--- src/rtl/calc_pkg.sv ---
// Shared widths and result types for the adder core, its result buffer and the co-emulation bench.
package calc_pkg;

  localparam int unsigned SUM_W = 9;
  localparam int unsigned RES_W = 8;

  typedef logic [SUM_W-1:0] sum_t;
  typedef logic [RES_W-1:0] res_t;

endpackage

--- src/rtl/sat_counter.sv ---
// Up-counter that sticks at its all-ones value instead of wrapping.
module sat_counter #(
  parameter int unsigned W = 8
) (
  input  logic         clk,
  input  logic         rst,
  input  logic         inc,
  output logic [W-1:0] value
);

  logic [W-1:0] value_q, value_d;

  always_comb begin
    value_d = value_q;
    if (inc && (value_q != '1)) begin
      value_d = value_q + W'(1);
    end
  end

  always_ff @(posedge clk or posedge rst) begin
    if (rst) begin
      value_q <= '0;
    end else begin
      value_q <= value_d;
    end
  end

  assign value = value_q;

endmodule

--- src/rtl/sum_result_buffer.sv ---
// Fall-through FIFO for adder results with valid/ready drain, plus drop and carry statistics.
module sum_result_buffer
  import calc_pkg::*;
#(
  parameter int unsigned DEPTH = 4,
  parameter int unsigned CNT_W = 8
) (
  input  logic                     clk,
  input  logic                     rst,
  input  logic                     in_valid,
  input  sum_t                     in_z,
  output logic                     out_valid,
  input  logic                     out_ready,
  output res_t                     out_z,
  output logic                     out_carry,
  output logic [$clog2(DEPTH):0]   count,
  output logic                     full,
  output logic                     empty,
  output logic [CNT_W-1:0]         drop_cnt,
  output logic [CNT_W-1:0]         carry_cnt
);

  localparam int unsigned PTR_W = $clog2(DEPTH);
  localparam logic [PTR_W:0] DepthCnt = (PTR_W + 1)'(DEPTH);

  sum_t             mem_q [DEPTH];
  logic [PTR_W-1:0] wr_ptr_q, wr_ptr_d;
  logic [PTR_W-1:0] rd_ptr_q, rd_ptr_d;
  logic [PTR_W:0]   count_q, count_d;
  logic             push, pop, drop;

  // Status is derived from count_q only, never from the live handshake inputs.
  assign full      = (count_q == DepthCnt);
  assign empty     = (count_q == '0);
  assign count     = count_q;
  assign out_valid = !empty;
  assign {out_carry, out_z} = mem_q[rd_ptr_q];

  assign pop  = out_valid && out_ready;
  assign push = in_valid && (!full || pop);
  assign drop = in_valid && full && !pop;

  always_comb begin
    wr_ptr_d = wr_ptr_q;
    rd_ptr_d = rd_ptr_q;
    count_d  = count_q;
    if (push) begin
      wr_ptr_d = wr_ptr_q + PTR_W'(1);
    end
    if (pop) begin
      rd_ptr_d = rd_ptr_q + PTR_W'(1);
    end
    case ({push, pop})
      2'b10:   count_d = count_q + (PTR_W + 1)'(1);
      2'b01:   count_d = count_q - (PTR_W + 1)'(1);
      default: count_d = count_q;
    endcase
  end

  always_ff @(posedge clk or posedge rst) begin
    if (rst) begin
      wr_ptr_q <= '0;
      rd_ptr_q <= '0;
      count_q  <= '0;
    end else begin
      wr_ptr_q <= wr_ptr_d;
      rd_ptr_q <= rd_ptr_d;
      count_q  <= count_d;
    end
  end

  // Storage is deliberately not reset; its contents are meaningless while empty.
  always_ff @(posedge clk) begin
    if (push) begin
      mem_q[wr_ptr_q] <= in_z;
    end
  end

  sat_counter #(
    .W (CNT_W)
  ) u_drop_cnt (
    .clk   (clk),
    .rst   (rst),
    .inc   (drop),
    .value (drop_cnt)
  );

  sat_counter #(
    .W (CNT_W)
  ) u_carry_cnt (
    .clk   (clk),
    .rst   (rst),
    .inc   (push && in_z[SUM_W-1]),
    .value (carry_cnt)
  );

endmodule
--- config.mk ---
export PLATFORM = sky130hd
export DESIGN_NAME = sum_result_buffer
export DESIGN_NICKNAME = d
export VERILOG_FILES = /design/src/rtl/calc_pkg.sv /design/src/rtl/sat_counter.sv /design/src/rtl/sum_result_buffer.sv
export SDC_FILE = /design/constraint.sdc
export NUM_CORES = 1
export LEC_CHECK = 0
export BUFFER_PORTS_ARGS = -buffer_cell sky130_fd_sc_hd__clkbuf_2
export CORE_AREA = 4 4 75 77
export DETAILED_ROUTE_END_ITERATION = 7
export DIE_AREA = 0 0 79 81
export GPL_TIMING_DRIVEN = 0
export PLACE_DENSITY = 0.87
export SETUP_SLACK_MARGIN = 0.02
export SLEW_MARGIN = 5
export SYNTH_ARGS = -nofsm -noshare
export SYNTH_HDL_FRONTEND = slang
export SYNTH_SLANG_ARGS = --single-unit
--- constraint.sdc ---
create_clock -name clk -period 2.66 [get_ports clk]
set_clock_uncertainty 0.1 [all_clocks]
set_input_delay 0.266 -clock clk [delete_from_list [all_inputs] [get_ports clk]]
set_output_delay 0.266 -clock clk [all_outputs]
set_load 0.005 [all_outputs]
## Word level (Yosys, flattened, before mapping)

Memories as Yosys holds them, arrays and structs flattened.
Index checks and enable logic that the tools add are counted.
W data, S select, Z words.

| word-level totals | value |
|---|---|
| output and inout bits | 31 |
| RAM bits | 36 |
| memories | 1 |
| bits in registers | 23 |

| operators by class | value |
|---|---|
| equal/unequal tests | 5 |
| reduce and logical (&&, ||, !) cells | 13 |
| $add $sub $neg | 6 |
| muxes and demuxes | 3 |

Memory list:

| name | words | bits a word | read ports | clocked after Yosys merged registers in | wr ports | RTL line | RTL |
|---|---|---|---|---|---|---|---|
| mem_q | 4 | 9 | 1 | 0 | 1 | sum_result_buffer.sv:26 | `sum_t mem_q [DEPTH];` |

Operators by type and width:

| cell | count |
|---|---|
| $add A8 B1 Y8 const B | 2 |
| $ne A8 B8 Y1 const B | 2 |
| $logic_and A1 B1 Y1 | 7 |
| $pmux W3 S2 | 1 |
| $add A2 B1 Y2 const B | 2 |
| $add A3 B1 Y3 const B | 1 |
| $eq A3 B3 Y1 const B | 1 |
| $logic_not A1 Y1 | 3 |
| $logic_not A3 Y1 | 1 |
| $sub A3 B1 Y3 const B | 1 |
| $eq A2 B1 Y1 const B | 1 |
| $eq A2 B2 Y1 const B | 1 |
| $mux W1 | 2 |
| $reduce_bool A2 Y1 | 1 |
| $logic_or A1 B1 Y1 | 1 |

## Longest topological paths before layout

| depth | value |
|---|---|
| depth in word-level cells | 7 |
| mapped depth | 8 |
| mapped depth without buffers | 7 |

## Hierarchy

Synthesis repeated with hierarchy kept, for this count alone.

| unflattened totals | value |
|---|---|
| cells, all modules | 180 |
| area total of the unflattened synthesis | 2,676.3 um^2 |

Modules (own cells, without submodules):

| module | cells an instance | seq. area each (um^2) | times used | area an instance (um^2) |
|---|---|---|---|---|
| sum_result_buffer | 104 | 1,256.2 | 1 | 1,838.0 |
| sat_counter | 38 | 200.2 | 2 | 419.2 |

## Worst setup path before layout

OpenSTA, ideal clock, no wires.

| path | value |
|---|---|
| path type | register to register |
| from | register count_q[0], in the netlist count[0] |
| to | register count_q[1], in the netlist count[1] |
| data arrival time | 1,832 ps |
| slack | 649 ps |
| required time | 2,481 ps |
| clock period less this slack | 2,011 ps |
| stages on the path, launching flop included | 8 |
| buffers on the path | 1 |
| cells stage by stage | dfrtp_1 or3_1 clkbuf_1 nand2_1 fa_1 a211oi_1 o21ai_0 a2bb2oi_1 |

| between the ends | value |
|---|---|
| word-level cells in the longest chain between the ends | 7 |
| elaborated cells between the ends (all ways) | 13 |

Ends and longest elaborated chain:

| item | RTL line | RTL |
|---|---|---|
| from (decl) | sum_result_buffer.sv:29 | `logic [PTR_W:0] count_q, count_d;` |
| from (signal assigned) | sum_result_buffer.sv:68 | `count_q <= count_d;` |
| $logic_not A3 Y1 * | sum_result_buffer.sv:34 | `assign empty = (count_q == '0);` |
| $logic_not A1 Y1 * | sum_result_buffer.sv:36 | `assign out_valid = !empty;` |
| via out_valid | sum_result_buffer.sv:12 | `output logic out_valid,` |
| $logic_and A1 B1 Y1 * | sum_result_buffer.sv:39 | `assign pop = out_valid && out_ready;` |
| $logic_or A1 B1 Y1 | sum_result_buffer.sv:40 | `assign push = in_valid && (!full \|\| pop);` |
| $logic_and A1 B1 Y1 | sum_result_buffer.sv:40 |  |
| $eq A2 B1 Y1 / $eq A2 B2 Y1 (equally long branches) | sum_result_buffer.sv:53 | `case ({push, pop})` |
| $pmux W3 S2 / $reduce_bool A2 Y1 (equally long branches) | - |  |

The timed path passes the listed nets; every way through them passes the cells marked *.
A chain may end at the register's enable or synchronous reset.

## Final worst setup path

| path | value |
|---|---|
| from | register count_q[0], in the netlist count[0] |
| to | register count_q[1], in the netlist count[1] |

| between the ends | value |
|---|---|
| word-level cells in the longest chain between the ends | 7 |
| elaborated cells between the ends (all ways) | 13 |

Ends and longest elaborated chain:

| item | RTL line |
|---|---|
| $logic_not A3 Y1 | sum_result_buffer.sv:34 |
| $logic_not A1 Y1 | sum_result_buffer.sv:36 |
| $logic_and A1 B1 Y1 | sum_result_buffer.sv:39 |
| $logic_or A1 B1 Y1 | sum_result_buffer.sv:40 |
| $logic_and A1 B1 Y1 | sum_result_buffer.sv:40 |
| $eq A2 B1 Y1 / $eq A2 B2 Y1 (equally long branches) | sum_result_buffer.sv:53 |
| $pmux W3 S2 / $reduce_bool A2 Y1 (equally long branches) | - |

Several ways; a longest one is shown, not always the timed one.

==> impl_metrics.tcl <==
set metrics [dict create \
    status "finished, final reports clean" \
    synth-async-reset-ratio_pct 39.0 \
    layout_commonest_cell "clkbuf_2" \
    num_io_pins 44 \
    setup_ws_ns 0.467 \
    die_h_um 81 \
    rows 26 \
    critical-path-max-stage-delay_ns 0.46 \
    cts.clk_slew.worst_paths_ns 0.07 \
    coreArea_um2 5010 \
    dieArea_um2 6400 \
    r2r_cells 7 \
    rr_startpoint "count[0]$_DFFE_PP0P_" \
    grt-ovfl-total 0 \
    hpwlAfterDp_um 3270 \
    path_max_fanout 8 \
    synth.cell_area_um2 2640 \
    via_per_inst 5.25 \
    syn_inst 179 \
    start_kind "flop" \
    seq_area_frac_synth_pct 62.7 \
    crit_type "reg2reg" \
    clk_latency_ns 0.33 \
    hold_buffers 0 \
    hold_viol_final 0 \
    final_cell_mix "clkbuf_2 (41), edfxtp_1 (36), dfrtp_1 (23), inv_1 (10)" \
    rsz0062_at_grt "no" \
    critical_path_arrival_ns 2.33 \
    nets 251 \
    fin_crit_ns 2.19 \
    ir_worst_vdd_v 0.000536 \
    globalplace.congestion 0.801 \
    cts_setup_buffers 0 \
    slew_headroom_pct 39.4 \
    diodes 0 \
    start_util_pct 52.7 \
    syn2layout_area_growth_pct 19.3 \
    antenna_found_initial 0 \
    clock_path_buffers 2 \
    report.final.slew_viol_count 0 \
    syn_nets 199 \
    fillers 405 \
    synth_seq_cells 59 \
    setup_viol 0 \
    worst_pin_slew_ns 0.908 \
    numPortBuffers 41 \
    numCtsBuffers 9 \
    path_delay_family "simple AND/OR/NAND/NOR gates" \
    ys_types 42 \
    clock_sinks 59 \
    path_buf_inv 1 \
    crit_start "count[0]$_DFFE_PP0P_" \
    min_period_over_period_pct 82.4 \
    leakage_nw 1.31 \
    setup_tns_ns 0 \
    cts_tree "done" \
    worstPathRequired_ns 2.80 \
    grt_pass1_wl_um 7850 \
    endpoint_kind "flop" \
    pwr_density_cell_nw_per_um2 1040 \
    place_ws_ns 0.508 \
    fp.dieW_um 79 \
    slowest_stage "dfrtp_1" \
    max_freq_ghz 0.456 \
    htreeDepth 3 \
    drc 0 \
    wl_um 4660 \
    grt_max_degree 24 \
    antenna_left 0 \
    dr.pass1.iters 4 \
    wl_per_cell_um 15.2 \
    yosys_warnings 0 \
    synth_edf_count 36 \
    hold_path.class "in2async" \
    drive_gt1_share_pct 34.3 \
    drv_cap 0 \
    ys.flop_type "edfxtp_1" \
    cts_resized 0 \
    vias 1608 \
    cts-root-buf "clkbuf_8" \
    grt_pass1_vias 1603 \
    drt_iter0_drc 66 \
    grt_usage_pct 16.4 \
    syn_avg_cell_area_um2 14.8 \
    crit_cells 7 \
    worstPathCellList "or3_1 > clkbuf_1 > nand2_1 > fa_1 > a211oi_1 > o21ai_0 > a2bb2oi_1" \
]
## cells in the mapped netlist (4+ instances only)
| library cell | count | area, um2 |
|---|---|---|
| a21oi_1 | 8 | 40.0 |
| mux4_2 | 9 | 203 |
| dfrtp_1 | 23 | 576 |
| nand3_1 | 6 | 30.0 |
| edfxtp_1 | 36 | 1080 |
| nand4_1 | 6 | 37.5 |
| ha_1 | 6 | 75.1 |
| inv_1 | 10 | 37.5 |
| nor2_1 | 5 | 18.8 |
| nand2_1 | 7 | 26.3 |
| and3_2 | 4 | 30.0 |
| xnor2_1 | 7 | 61.3 |
## report_power, final
part | internal, W | switching [W] | leakage [nW]
logic | 0.000519 | 0.000496 | 0.593
clock network | 0.000523 | 0.000345 | 0.103
registers | 0.00122 | 0.000185 | 0.618
total | 0.00226 | 0.00103 | 1.31
## per-stage QoR
stage	util (%)	instance area (um2)	hold WS [ns]	power [W]	std cells
after floorplan	-	2640	0.168	0.00206	179
after global placement	58.6	2930	0.387	0.00241	290
after CTS	62.9	3150	0.0402	0.00333	306
final	62.9	3150	0.0261	0.00329	306
after global routing	62.9	3150	0.0436	0.00351	306
after detailed placement	58.6	2930	0.384	0.00246	290
## cells by family (layout without fill, tap and decap cells)
family | count (synthesis) | count (layout) | synth area share, %
flip-flops | 59 | 59 | 62.7
adder cells (fa/ha/maj) | 7 | 7 | 3.60
buffers and inverters | 16 | 73 | 2.65
multiplexers | 17 | 17 | 11.2
AND/OR/NAND/NOR | 50 | 50 | 11.8
XOR/XNOR | 10 | 10 | 3.32
AO/OA/AOI/OAI | 20 | 20 | 4.69
## worst paths after layout
| path | to | slack, ns |
|---|---|---|
| hold / removal | u_drop_cnt.value[0]$_DFFE_PP0P_ | 0.03 |
| max in group asynchronous | u_carry_cnt.value[2]$_DFFE_PP0P_ | 1.87 |
| setup / recovery | count[1]$_DFFE_PP0P_ | 0.47 |
| hold reg to reg | u_carry_cnt.value[0]$_DFFE_PP0P_ | 0.44 |
| min in group clk | mem_q[1][3]$_DFFE_PP_ | 0.06 |
| setup reg to reg | count[1]$_DFFE_PP0P_ | 0.47 |
## flip-flops by register name, summed over array words and instances, names as in the netlist
name and flops:
count 3, mem_q 36, rd_ptr_q 2, u_carry_cnt.value 8, u_drop_cnt.value 8, wr_ptr_q 2
## metal layers
metal / GRT usage, % / vias up / part of all wire, %
met4: 4.64 / 0 / 0.94
met2: 26.7 / 33 / 50
met5: 0 / - / 0
li1: - / 774 / -
met1: 21.2 / 798 / 44
met3: 5.21 / 3 / 5.0
## cell type report
class,instances,area (um2),area share (%)
clock buffer,9,124,3.93
sequential,59,1660,52.6
timing repair buffer,41,205,6.51
tap,70,87.6,2.78
multi-input combinational,104,915,29.0
buffer,6,32.5,1.03
inverter,10,37.5,1.19
clock inverter,7,92.6,2.94
Power figures use the tool's default switching activity.
